File: src/rtl/bus_dma_host.sv
// Single-channel word-copy DMA host: a device-side register window plus a host port
// that copies LEN 32-bit words from SRC to DST, raising a level interrupt when done.
module bus_dma_host #(
    parameter int RegOffsetWidth = 10,
    parameter int LenWidth       = 16
) (
    input  logic        clk_i,
    input  logic        rst_ni,
    input  logic        dev_req_i,
    input  logic        dev_we_i,
    input  logic [3:0]  dev_be_i,
    input  logic [31:0] dev_addr_i,
    input  logic [31:0] dev_wdata_i,
    output logic        dev_rvalid_o,
    output logic [31:0] dev_rdata_o,
    output logic        dev_err_o,
    output logic        host_req_o,
    input  logic        host_gnt_i,
    output logic [31:0] host_addr_o,
    output logic        host_we_o,
    output logic [3:0]  host_be_o,
    output logic [31:0] host_wdata_o,
    input  logic        host_rvalid_i,
    input  logic [31:0] host_rdata_i,
    input  logic        host_err_i,
    output logic        dma_irq_o
);
    typedef enum logic [2:0] {IDLE, RD_REQ, RD_WAIT, WR_REQ, WR_WAIT} state_t;

    localparam logic [RegOffsetWidth-1:0] OFF_SRC    = RegOffsetWidth'('h00);
    localparam logic [RegOffsetWidth-1:0] OFF_DST    = RegOffsetWidth'('h04);
    localparam logic [RegOffsetWidth-1:0] OFF_LEN    = RegOffsetWidth'('h08);
    localparam logic [RegOffsetWidth-1:0] OFF_CTRL   = RegOffsetWidth'('h0C);
    localparam logic [RegOffsetWidth-1:0] OFF_STATUS = RegOffsetWidth'('h10);
    localparam logic [RegOffsetWidth-1:0] OFF_REMAIN = RegOffsetWidth'('h14);

    state_t                state_reg, state_next;
    logic [31:0]           src_reg, src_next, dst_reg, dst_next;
    logic [LenWidth-1:0]   len_reg, len_next, remain_reg, remain_next;
    logic                  irq_en_reg, irq_en_next, done_reg, done_next, err_reg, err_next;
    logic [31:0]           work_src_reg, work_src_next, work_dst_reg, work_dst_next;
    logic [31:0]           data_reg, data_next;
    logic                  host_req_reg, host_req_next, host_we_reg, host_we_next;
    logic [31:0]           host_addr_reg, host_addr_next, host_wdata_reg, host_wdata_next;
    logic                  dev_rvalid_reg, dev_err_reg;
    logic [31:0]           dev_rdata_reg;

    logic [RegOffsetWidth-1:0] reg_offset;
    logic [31:0]           be_mask, rd_data, src_merged, dst_merged, len_merged;
    logic                  addr_err, wr_en, busy, start;
    logic                  unused_bits;

    assign reg_offset = dev_addr_i[RegOffsetWidth-1:0];
    assign busy       = (state_reg != IDLE);

    genvar gi;
    generate
        for (gi = 0; gi < 4; gi++) begin : g_be_mask
            assign be_mask[gi*8 +: 8] = {8{dev_be_i[gi]}};
        end
    endgenerate

    assign src_merged = (src_reg & ~be_mask) | (dev_wdata_i & be_mask);
    assign dst_merged = (dst_reg & ~be_mask) | (dev_wdata_i & be_mask);
    assign len_merged = ({{(32-LenWidth){1'b0}}, len_reg} & ~be_mask) | (dev_wdata_i & be_mask);
    assign unused_bits = ^{dev_addr_i[31:RegOffsetWidth], len_merged[31:LenWidth]};

    // Read mux reflects register state before any same-cycle write.
    always_comb begin
        rd_data  = '0;
        addr_err = 1'b0;
        case (reg_offset)
            OFF_SRC:    rd_data = src_reg;
            OFF_DST:    rd_data = dst_reg;
            OFF_LEN:    rd_data = {{(32-LenWidth){1'b0}}, len_reg};
            OFF_CTRL:   rd_data = {30'b0, irq_en_reg, 1'b0};
            OFF_STATUS: rd_data = {29'b0, err_reg, done_reg, busy};
            OFF_REMAIN: rd_data = {{(32-LenWidth){1'b0}}, remain_reg};
            default:    addr_err = 1'b1;
        endcase
    end

    assign wr_en = dev_req_i & dev_we_i & ~addr_err;
    assign start = wr_en && (reg_offset == OFF_CTRL) && dev_be_i[0] && dev_wdata_i[0] && !busy;

    always_comb begin
        state_next    = state_reg;
        src_next      = src_reg;
        dst_next      = dst_reg;
        len_next      = len_reg;
        irq_en_next   = irq_en_reg;
        done_next     = done_reg;
        err_next      = err_reg;
        work_src_next = work_src_reg;
        work_dst_next = work_dst_reg;
        remain_next   = remain_reg;
        data_next     = data_reg;

        if (wr_en) begin
            case (reg_offset)
                OFF_SRC:    if (!busy) src_next = src_merged & 32'hFFFF_FFFC;
                OFF_DST:    if (!busy) dst_next = dst_merged & 32'hFFFF_FFFC;
                OFF_LEN:    if (!busy) len_next = len_merged[LenWidth-1:0];
                OFF_CTRL:   if (dev_be_i[0]) irq_en_next = dev_wdata_i[1];
                OFF_STATUS: begin
                    if (dev_be_i[0] && dev_wdata_i[1]) done_next = 1'b0;
                    if (dev_be_i[0] && dev_wdata_i[2]) err_next  = 1'b0;
                end
                default: ;
            endcase
        end

        if (start) begin
            err_next = 1'b0;
            if (len_reg == '0) begin
                done_next = 1'b1;
            end else begin
                done_next     = 1'b0;
                state_next    = RD_REQ;
                work_src_next = src_reg;
                work_dst_next = dst_reg;
                remain_next   = len_reg;
            end
        end

        // Hardware status updates come after W1C so that a same-cycle set wins.
        case (state_reg)
            RD_REQ:  if (host_gnt_i) state_next = RD_WAIT;
            RD_WAIT: if (host_rvalid_i) begin
                if (host_err_i) begin
                    err_next   = 1'b1;
                    state_next = IDLE;
                end else begin
                    data_next  = host_rdata_i;
                    state_next = WR_REQ;
                end
            end
            WR_REQ:  if (host_gnt_i) state_next = WR_WAIT;
            WR_WAIT: if (host_rvalid_i) begin
                work_src_next = work_src_reg + 32'd4;
                work_dst_next = work_dst_reg + 32'd4;
                remain_next   = remain_reg - LenWidth'(1);
                if (host_err_i) begin
                    err_next   = 1'b1;
                    state_next = IDLE;
                end else if (remain_reg == LenWidth'(1)) begin
                    done_next  = 1'b1;
                    state_next = IDLE;
                end else begin
                    state_next = RD_REQ;
                end
            end
            default: ;
        endcase
    end

    // Host port outputs are registered from the upcoming state so they hold steady while stalled.
    always_comb begin
        host_req_next   = (state_next == RD_REQ) || (state_next == WR_REQ);
        host_we_next    = (state_next == WR_REQ);
        host_addr_next  = host_addr_reg;
        host_wdata_next = host_wdata_reg;
        if (state_next == RD_REQ) begin
            host_addr_next = work_src_next;
        end else if (state_next == WR_REQ) begin
            host_addr_next  = work_dst_next;
            host_wdata_next = data_next;
        end
    end

    always_ff @(posedge clk_i or negedge rst_ni) begin
        if (!rst_ni) begin
            state_reg      <= IDLE;
            src_reg        <= '0;
            dst_reg        <= '0;
            len_reg        <= '0;
            irq_en_reg     <= 1'b0;
            done_reg       <= 1'b0;
            err_reg        <= 1'b0;
            work_src_reg   <= '0;
            work_dst_reg   <= '0;
            remain_reg     <= '0;
            data_reg       <= '0;
            host_req_reg   <= 1'b0;
            host_we_reg    <= 1'b0;
            host_addr_reg  <= '0;
            host_wdata_reg <= '0;
            dev_rvalid_reg <= 1'b0;
            dev_rdata_reg  <= '0;
            dev_err_reg    <= 1'b0;
        end else begin
            state_reg      <= state_next;
            src_reg        <= src_next;
            dst_reg        <= dst_next;
            len_reg        <= len_next;
            irq_en_reg     <= irq_en_next;
            done_reg       <= done_next;
            err_reg        <= err_next;
            work_src_reg   <= work_src_next;
            work_dst_reg   <= work_dst_next;
            remain_reg     <= remain_next;
            data_reg       <= data_next;
            host_req_reg   <= host_req_next;
            host_we_reg    <= host_we_next;
            host_addr_reg  <= host_addr_next;
            host_wdata_reg <= host_wdata_next;
            dev_rvalid_reg <= dev_req_i;
            dev_rdata_reg  <= (dev_req_i && !dev_we_i) ? rd_data : 32'h0;
            dev_err_reg    <= dev_req_i & addr_err;
        end
    end

    assign dev_rvalid_o = dev_rvalid_reg;
    assign dev_rdata_o  = dev_rdata_reg;
    assign dev_err_o    = dev_err_reg;
    assign host_req_o   = host_req_reg;
    assign host_we_o    = host_we_reg;
    assign host_addr_o  = host_addr_reg;
    assign host_wdata_o = host_wdata_reg;
    assign host_be_o    = 4'hF;
    assign dma_irq_o    = done_reg & irq_en_reg;
endmodule

File: config.mk
export PLATFORM = sky130hd
export DESIGN_NAME = bus_dma_host
export DESIGN_NICKNAME = d
export VERILOG_FILES = /design/src/rtl/bus_dma_host.sv
export SDC_FILE = /design/constraint.sdc
export NUM_CORES = 1
export LEC_CHECK = 0
export ABC_CLOCK_PERIOD_IN_PS = 2700
export CORE_MARGIN = 1.5
export CORE_UTILIZATION = 50
export CTS_BUF_LIST = sky130_fd_sc_hd__clkbuf_8
export DETAILED_ROUTE_END_ITERATION = 8
export PLACE_DENSITY_LB_ADDON = 0.08
export SLEW_MARGIN = 20
export SYNTH_ARGS = -nofsm -noshare
export SYNTH_HDL_FRONTEND = slang
export SYNTH_SLANG_ARGS = --single-unit
File: constraint.sdc
create_clock -name clk_i -period 2.7 [get_ports clk_i]
set_clock_uncertainty 0.05 [all_clocks]
set_input_delay 0.54 -clock clk_i [delete_from_list [all_inputs] [get_ports clk_i]]
set_output_delay 0.54 -clock clk_i [all_outputs]
set_load 0.02 [all_outputs]
* Word-level counts from Yosys, hierarchy flattened *
Index checks and enable logic that the tools add are counted.

storage, ports and cells
  bits in registers = 294
  latch bits = 0
  bits in writable memories = 0
  ROM bits = 0
  bits of input ports = 107
  output and inout bits = 105
  word-level logic and storage cells = 114
  memories kept = 0

cells by class
  add/subtract/negate cells = 3
  $mul = 0
  divide/modulo/power cells = 0
  $lt $le $gt $ge = 0
  equal/unequal tests = 12
  shift operators = 0
  multiplexer cells = 46
  bitwise operators = 14
  reductions and logical operators = 21

operators with widths
  kind                   count
  $mux 32                14
  $pmux 32 s6            1
  $and 32x32->32         3
  $add 32x3->32 const B  2
  $mux 16                4
  $or 32x32->32          2
  $not 32->32            1
  $eq 10x4->1 const B    2
  $eq 10x5->1 const B    2
  $mux 1                 19
  $mux 3                 6
  $and 16x16->16         1
  $eq 16x1->1 const B    1
  $logic_not 16->1       1
  $or 16x16->16          1
  $sub 16x1->16 const B  1
  $pmux 3 s4             1
  $reduce_and 3->1       4
  $eq 10x3->1 const B    1
  $logic_not 10->1       1
  $eq 3x2->1 const B     3
  $logic_and 1x1->1      7
  $eq 3x1->1 const B     2
  $reduce_or 6->1        1
  other kinds (10)       15

* Longest topological paths before layout *
Gate-level depths: netlist (run 1).

  depth in word-level cells = 13
  gate-level depth with buffers = 11
  gate-level depth less buffers = 9

* Worst setup path before layout (run 1) *
Ideal clock, no wire load.

  path type = register to register
  from = register remain_reg[1]
  to = register host_wdata_reg[29], in the netlist host_wdata_o[29]
  setup time = 0.125 ns
  arrival time = 2.592 ns
  required time = 2.525 ns
  path slack = -0.067 ns
  cell stages (with the launch flop) = 9
  path buffers = 1
  period minus slack after synthesis = 2.767 ns
  path through = dfrtp_1 > inv_1 > ha_1 > or4b_1 > or4_4 > a221oi_4 > a211o_4 > buf_2 > mux2_2

between the ends
  cells in the longest elaborated chain, start to end = 8
  elaborated cells between the ends (all ways) = 9
  classes of those cells = eq/ne: 3; mux: 4; bitwise: 1; reduce/logical: 1

ends and longest elaborated chain
  element                       line  source
  start, declared               39    logic [LenWidth-1:0] len_reg, len_next, remain_reg, remain_next;
  start signal, assigned        201   remain_reg <= remain_next;
  $eq 16x1->1 *                 146   end else if (remain_reg == LenWidth'(1)) begin
  $mux 1 *                      146
  $mux 1 *                      143   if (host_err_i) begin
  $mux 3 *                      139   WR_WAIT: if (host_rvalid_i) begin
  $pmux 3 s4 *                  127   case (state_reg)
  $eq 3x1->1                    163   if (state_next == RD_REQ) begin
  $not 1->1 (no line)           --
  $reduce_and 2->1 (no line) *  --
  end signal, assigned          206   host_wdata_reg <= host_wdata_next;
  end, declared                 44    logic [31:0] host_addr_reg, host_addr_next, host_wdata_reg, host_wdata_next;

Every way passes the cells marked *; elsewhere a longest branch is shown, timed or not.
A chain may end at the register's enable or synchronous reset.

* Worst setup path after layout (run 1) *
  from = register remain_reg[9]
  to = register host_wdata_reg[11], in the netlist host_wdata_o[11]

The elaborated chain is that of the path after synthesis.

==> results of run 1 <==
## layer usage
layer	vias to the layer above	global-route usage [%]
met4	2	9.75
met3	87	6.46
met1	5953	41.1
met2	551	45.9
li1	5450	-
met5	-	0
## how the worst min path moves through the flow
stage / slack [ps] / start / to / depth (start not counted)
CTS: 420 / rst_ni / work_src_reg[10] / 2
detailed placement: 400 / data_reg[25] / data_reg[25] / 2
floorplan: 190 / rst_ni / async pin / 0
global route: 440 / data_reg[23] / data_reg[23] / 2
global placement: 400 / data_reg[4] / data_reg[4] / 2
finish: 420 / rst_ni / dev_rdata_o[29] / 2
## timing repair
action | in CTS | in global routing
setup endpoints to repair | 66 | 90
buffers inserted | 9 | 14
resized for setup | 89 | 49
endpoints found under the hold margin | 45 | 0
pin swaps | 10 | 18
hold buffers | 1 | 0
cloned | 5 | 3
## cell type report
type | instances | share of cell area (%)
Clock buffer | 66 | 4.76
Clock inverter | 23 | 0.557
Inverter | 18 | 0.459
Multi-Input combinational cell | 896 | 32.9
Sequential cell | 294 | 38.5
Tap cell | 341 | 2.24
Timing Repair Buffer | 402 | 20.5
## through the flow
stage                     hold slack [ps]  setup slack (ps)  instance area, µm²
after detailed placement              404              -758               17200
after global routing                  438              -339               19100
after floorplan                       194              20.3               13600
after CTS                             421              -292               18800
final                                 420              -270               19100
after global placement                400              -739               17200
## placed cells by master, fill, tap and decap left out, types with 21 or more instances in the layout
| cell | synthesis | final |
|---|---|---|
| nor3_1 | 38 | 35 |
| nand3_1 | 29 | 29 |
| mux2_2 | 112 | 80 |
| nand2_1 | 174 | 168 |
| a211oi_1 | 26 | 24 |
| o21ai_0 | 31 | 24 |
| dfrtp_1 | 294 | 294 |
| clkdlybuf4s50_1 | 0 | 184 |
| buf_4 | 7 | 175 |
| inv_1 | 16 | 34 |
| mux2_4 | 0 | 32 |
| clkbuf_8 | 0 | 66 |
| nor2_1 | 131 | 114 |
| mux2i_1 | 21 | 21 |
| a21oi_1 | 41 | 40 |
## cell families (layout without fill, tap and decap cells)
| logic type | after synthesis | in the layout | synth area share (%) |
|---|---|---|---|
| muxes | 134 | 134 | 11.0 |
| other | 1 | 4 | 0.0276 |
| buffers and inverters | 93 | 509 | 3.11 |
| and+or+nand+nor | 518 | 518 | 18.5 |
| adders and majority gates | 4 | 4 | 0.368 |
| DFF | 294 | 294 | 54.1 |
| xor gates and xnor gates | 4 | 4 | 0.257 |
| AOI/OAI and AO/OA | 232 | 232 | 12.7 |
## where the power goes
group,internal (W),switching [W],total [W]
clock network,0.00218,0.00185,0.00403
logic,0.000176,0.000189,0.000365
registers,0.00442,0.00000894,0.00443
total,0.00678,0.00205,0.00883
## Yosys cell counts (18+ instances only)
| library cell | number |
|---|---|
| nor2_1 | 131 |
| nor3_1 | 38 |
| and3_1 | 19 |
| mux2i_1 | 21 |
| a211oi_1 | 26 |
| o21ai_0 | 31 |
| nand3_1 | 29 |
| clkbuf_1 | 49 |
| nand2_1 | 174 |
| mux2_2 | 112 |
| dfrtp_1 | 294 |
| nand4_1 | 18 |
| a21oi_1 | 41 |
## worst reg2reg max path, delay by kind of cell (launching register included)
kind,cells,cell delay (ps)
buf+inv,2,280
mux,1,310
simple gates,2,1130
compound gates,2,680
flops,1,400
==> results.sh, run 1 <==
export IMPL_clock_root_buffer="clkbuf_8"
export IMPL_avgRoutedWirePerCell_um=20.7
export IMPL_fin_crit_sh_pct=110
export IMPL_cts_tree="yes"
export IMPL_worstSetupEndpoint="host_wdata_o[11]"
export IMPL_cp_max_fo=8
export IMPL_cp_top_family="simple AND/OR/NAND/NOR gates"
export IMPL_clk_latency_ps=600
export IMPL_finalNonFillerCells=2040
export IMPL_drtIter0Drc=1210
export IMPL_worstMarginPinSlew_ps=512
export IMPL_critical_path_max_stage_delay_ps=600
export IMPL_finalHoldViolations=0
export IMPL_grt_pass1_wl_mm=65.4
export IMPL_violations="setup timing"
export IMPL_synth_edf_count=0
export IMPL_drt_wl_total_mm=42.2
export IMPL_p_per_area_mw_per_mm2=462
export IMPL_cp_arrival_ps=3390
export IMPL_dieArea_mm2=0.0282
export IMPL_grt_max_degree=64
export IMPL_nets=1774
export IMPL_dp_cells=1922
export IMPL_first_pass_iters=8
export IMPL_endpoint_kind="register"
export IMPL_critical_path_class="register to register"
export IMPL_drv_cap=0
export IMPL_r2r_end="host_wdata_o[11]"
export IMPL_path_depth=7
export IMPL_core_mm2=0.0268
export IMPL_synth_main_ff_cell="dfrtp_1"
export IMPL_row_count=60
export IMPL_m1WireLength_mm=18.2
export IMPL_avgSynthCellArea_um2=10.6
export IMPL_fmax_ghz=0.337
export IMPL_clockBufferDepth=3
export IMPL_gp_congestion=0.928
export IMPL_crit_chain="or4_1 -> or4_4 -> a221oi_4 -> a211o_4 -> buf_12 -> buf_16 -> mux2_4"
export IMPL_ant_nets=0
export IMPL_synth_top_area_cell="dfrtp_1"
export IMPL_yosys_register_bits=294
export IMPL_relSlewSlack_pct=65.0
export IMPL_grt_pass1_vias=11879
export IMPL_area_delta_synth_final_pct=40.3
export IMPL_slowest_stage="or4_4"
export IMPL_n_fill_cell=2000
export IMPL_cp_startpoint="remain_reg[9]"
export IMPL_diodes=0
export IMPL_drv_slew=0
export IMPL_synthCells=1280
export IMPL_pin_count=212
export IMPL_wl_met3_mm=3.33
export IMPL_fin_crit_ps=2970
export IMPL_synth_warnings=0
export IMPL_remaining_drc_errors=0
export IMPL_synth_area_leaders="dfrtp_1, mux2_2, nand2_1, nor2_1, mux2i_1"
export IMPL_fin_util_pct=71.2
export IMPL_dr_wl_met2_mm=19.5
export IMPL_cts_buffers=51
export IMPL_startpoint_type="register"
export IMPL_cts_htree_levels=2
export IMPL_overflow=0
export IMPL_setup_violations=65
export IMPL_crit_required_ps=3120
export IMPL_vias_per_cell=5.90
export IMPL_syn_area_mm2=0.0136
export IMPL_p_leak_nw=9.12
export IMPL_synth_cell_types=82
export IMPL_seq_area_mm2=0.00736
export IMPL_reg2reg_depth=7
export IMPL_clk_pin_slew_ps=60
export IMPL_chipHeight_um=168
export IMPL_outcome="complete, but fails checks"
export IMPL_rr_startpoint="remain_reg[9]"
export IMPL_vias=12043
export IMPL_port_buffers=185
export IMPL_topRoutingLayerUsed="met5"
export IMPL_drive_gt1_share_pct=27.8
export IMPL_irDropWorstVdd_v=0.000434
export IMPL_path_buf_inv=2
export IMPL_hpwl_mm=29.1
export IMPL_worstHoldPathType="input pin to async pin"
export IMPL_rrSetupSlack_ps=-270
export IMPL_async_flop_share_pct=100
export IMPL_antenna_found_initial=1
export IMPL_synth_top_cell_area_share_pct=54.1
export IMPL_fp_dieW_um=168
export IMPL_multi_input_area_mm2=0.00628
export IMPL_setup_slack_ps=-270
export IMPL_initial_core_util_pct=50.8
export IMPL_cts_sinks=294
export IMPL_rsz0062_at_grt="yes"
export IMPL_yosysSeqAreaShare_pct=54.1
export IMPL_grt_util_all_layers_pct=29.5
export IMPL_p_total_w=0.00883
export IMPL_tns_ps=-11760
Power figures use the tool's default switching activity.
==> run 2: changes to the inputs <==
--- a/config.mk
+++ b/config.mk
@@ -6,10 +6,12 @@
 export NUM_CORES = 1
 export LEC_CHECK = 0
 export ABC_CLOCK_PERIOD_IN_PS = 2700
+export CAP_MARGIN = 5
 export CORE_MARGIN = 1.5
 export CORE_UTILIZATION = 50
 export CTS_BUF_LIST = sky130_fd_sc_hd__clkbuf_8
 export DETAILED_ROUTE_END_ITERATION = 8
+export HOLD_SLACK_MARGIN = 0.06
 export PLACE_DENSITY_LB_ADDON = 0.08
 export SLEW_MARGIN = 20
 export SYNTH_ARGS = -nofsm -noshare
==> results of run 2 <==
Final layout, timing and power as in run 1 (identical DEF).
==> run 3: changes to the inputs <==
--- a/config.mk
+++ b/config.mk
@@ -5,14 +5,16 @@
 export SDC_FILE = /design/constraint.sdc
 export NUM_CORES = 1
 export LEC_CHECK = 0
+export ABC_AREA = 1
 export ABC_CLOCK_PERIOD_IN_PS = 2700
 export CAP_MARGIN = 5
 export CORE_MARGIN = 1.5
-export CORE_UTILIZATION = 50
+export CORE_UTILIZATION = 51
 export CTS_BUF_LIST = sky130_fd_sc_hd__clkbuf_8
 export DETAILED_ROUTE_END_ITERATION = 8
 export HOLD_SLACK_MARGIN = 0.06
 export PLACE_DENSITY_LB_ADDON = 0.08
+export RECOVER_POWER = 50
 export SLEW_MARGIN = 20
 export SYNTH_ARGS = -nofsm -noshare
 export SYNTH_HDL_FRONTEND = slang
==> run 3 against run 2 <==
Compared with the run above: area after synthesis is 6.3% higher; utilization down 5.3 points; clock power increased by 6.0%; first-iteration DRC count is 2.5% higher; the run ends with capacitance limit, slew limit left; design area decreased by 3.7%; cell count grew 24%; power up 90%; sequential share of layout area up 1.5 points.
==> results.sh, run 3 <==
export IMPL_worstMarginPinSlew_ps=1830
export IMPL_syn_area_mm2=0.0145
export IMPL_cp_arrival_ps=2870
export IMPL_vias=13524
export IMPL_drtIter0Drc=1240
export IMPL_yosys_register_bits=294
export IMPL_avgSynthCellArea_um2=7.76
export IMPL_hold_buffers=1
export IMPL_ant_nets=0
export IMPL_synth_top_area_cell="dfrtp_1"
export IMPL_antenna_found_initial=0
export IMPL_drt_wl_total_mm=43.4
export IMPL_cts_sinks=294
export IMPL_overflow=0
export IMPL_fmax_ghz=0.415
export IMPL_endpoint_kind="register"
export IMPL_irDropWorstVdd_v=0.000594
export IMPL_post_cts_buffers=0
export IMPL_cts_buffers=50
export IMPL_synth_warnings=0
export IMPL_synthCells=1864
export IMPL_cts_htree_levels=2
export IMPL_p_total_w=0.0168
export IMPL_clk_pin_slew_ps=60
export IMPL_pin_count=212
export IMPL_dieArea_mm2=0.0294
export IMPL_cts_resized=0
export IMPL_synth_area_leaders="dfrtp_1, nand2_1, o21ai_0, inv_1, nand3_1"
export IMPL_area_delta_synth_final_pct=27.1
export IMPL_synth_edf_count=0
export IMPL_relSlewSlack_pct=-22.3
export IMPL_grt_util_all_layers_pct=30.5
export IMPL_grt_pass1_wl_mm=69.2
export IMPL_first_pass_iters=6
export IMPL_initial_core_util_pct=51.9
export IMPL_outcome="complete, but fails checks"
export IMPL_yosys_top_cells_count="nand2_1, dfrtp_1, inv_1"
export IMPL_synth_compound_area_share_pct=12.4
export IMPL_nets=2224
export IMPL_vias_per_cell=5.35
export IMPL_dp_cells=2438
export IMPL_fin_crit_ps=2410
export IMPL_remaining_drc_errors=0
export IMPL_chipHeight_um=171
export IMPL_grt_max_degree=75
export IMPL_setup_violations=0
export IMPL_drv_cap=1
export IMPL_async_flop_share_pct=100
export IMPL_diodes=0
export IMPL_synth_most_common_cell="nand2_1"
export IMPL_synth_simple_area_share_pct=25.9
export IMPL_hpwl_mm=31.5
export IMPL_finalNonFillerCells=2530
export IMPL_grt_pass1_vias=13127
export IMPL_yosys_area_share_xor_xnor_pct=0.424
export IMPL_muxShareOfSynthArea_pct=2.49
export IMPL_p_leak_nw=8.82
export IMPL_synth_top_family_by_area="simple AND/OR/NAND/NOR gates"
export IMPL_avgRoutedWirePerCell_um=17.1
export IMPL_cp_max_fo=6
export IMPL_synth_main_ff_cell="dfrtp_1"
export IMPL_yosysSeqAreaShare_pct=50.9
export IMPL_finalHoldViolations=0
export IMPL_violations="capacitance limit, slew limit"
export IMPL_core_mm2=0.0279
export IMPL_layout_commonest_cell="nand2_1"
export IMPL_fp_dieW_um=171
export IMPL_synth_top_cell_area_share_pct=50.9
export IMPL_fin_crit_sh_pct=89.2
export IMPL_clk_latency_ps=580
export IMPL_crit_required_ps=3160
export IMPL_worstHoldPathType="register to register"
export IMPL_yosys_area_share_adder_pct=0.346
export IMPL_drive_gt1_share_pct=9.39
export IMPL_layout_common_cells="nand2_1, dfrtp_1, inv_1, clkdlybuf4s50_1, o21ai_0"
export IMPL_cts_tree="yes"
export IMPL_port_buffers=185
export IMPL_drv_slew=71
export IMPL_synth_cell_types=43
export IMPL_rsz0062_at_grt="no"
export IMPL_startpoint_type="register"
export IMPL_clockBufferDepth=3
export IMPL_gp_congestion=0.945
export IMPL_row_count=61
export IMPL_critical_path_class="register to register"
export IMPL_clock_root_buffer="clkbuf_8"
export IMPL_p_per_area_mw_per_mm2=915
[run 3: cell count changes after synthesis, moves of 18 or more]
| cell | previous run | this run |
|---|---|---|
| o21ai_0 | 31 | 179 |
| a21oi_1 | 41 | 87 |
| inv_1 | 16 | 187 |
| mux2_2 | 112 | 32 |
| nor3_1 | 38 | 17 |
| nand3_1 | 29 | 115 |
| mux2i_1 | 21 | 0 |
| nand2_1 | 174 | 594 |
| and3_1 | 19 | 1 |
| a211oi_1 | 26 | 0 |
| o21ai_1 | 0 | 46 |
[run 3: worst max-delay path, cell delays in order (launching register included)]
cell	delay [ps]
dfrtp_1	430
inv_2	80
nand2_1	50
nor2_1	180
inv_1	180
nor2_4	130
inv_2	50
nor2_2	150
nand2_2	150
buf_4	190
nand2_1	50
nand2_1	50
o21ai_1	410
nand2_1	100
nand3_1	90
[run 3: final cells by class]
class | instances | area [µm²]
multi-input combinational | 1299 | 6020
fill | 2472 | 9480
clock inverter | 24 | 168
tap | 378 | 473
clock buffer | 67 | 922
sequential | 294 | 7360
timing repair buffer | 272 | 2690
inverter | 196 | 736
[run 3: report_power, final]
group / leakage, nW / internal [W] / switching [W] / total [W]
registers: 3.77 / 0.00568 / 0.000966 / 0.00665
logic: 4.45 / 0.00235 / 0.00354 / 0.00589
clock network: 0.605 / 0.00241 / 0.00186 / 0.00427
[run 3: cells by family (layout without fill, tap and decap cells)]
| family | Yosys count | count (layout) |
|---|---|---|
| AO/OA/AOI/OAI | 344 | 344 |
| XOR/XNOR | 7 | 7 |
| adder cells (fa/ha/maj) | 4 | 4 |
| buffers and inverters | 274 | 559 |
| flip-flops | 294 | 294 |
| multiplexers | 32 | 32 |
| other | 1 | 4 |
| AND/OR/NAND/NOR | 908 | 908 |
[run 3: through the flow]
stage | setup slack (ps) | hold slack (ps) | instance area (µm²) | TNS (ps) | utilization [%]
after floorplan | 611 | 194 | 14500 | 0 | -
after global placement | -72.5 | 412 | 17300 | -2310 | 62.2
after detailed placement | -139 | 418 | 17300 | -5020 | 62.2
after CTS | 348 | 396 | 18400 | 0 | 66.2
after global routing | 127 | 455 | 18400 | 0 | 66.0
final | 292 | 432 | 18400 | 0 | 66.0
[run 3: per-layer routing]
metal | share of wire, % | track usage (%)
met5 | 0 | 0
met4 | 4.4 | 13.2
met3 | 5.9 | 4.42
met2 | 49 | 51.8
met1 | 41 | 38.8
[run 3: final timing paths]
| path | from | endpoint | slack [ps] | cells after the start |
|---|---|---|---|---|
| max | state_reg[1] | host_addr_o[19] | 290 | 14 |
| min | host_wdata_o[19] | host_wdata_o[19] | 430 | 2 |
| max reg2reg | state_reg[1] | host_addr_o[19] | 290 | 14 |
| min reg2reg | host_wdata_o[19] | host_wdata_o[19] | 430 | 2 |
| max in group asynchronous | rst_ni | dev_err_o | 430 | 3 |
| min in group asynchronous | rst_ni | async pin | 980 | 2 |
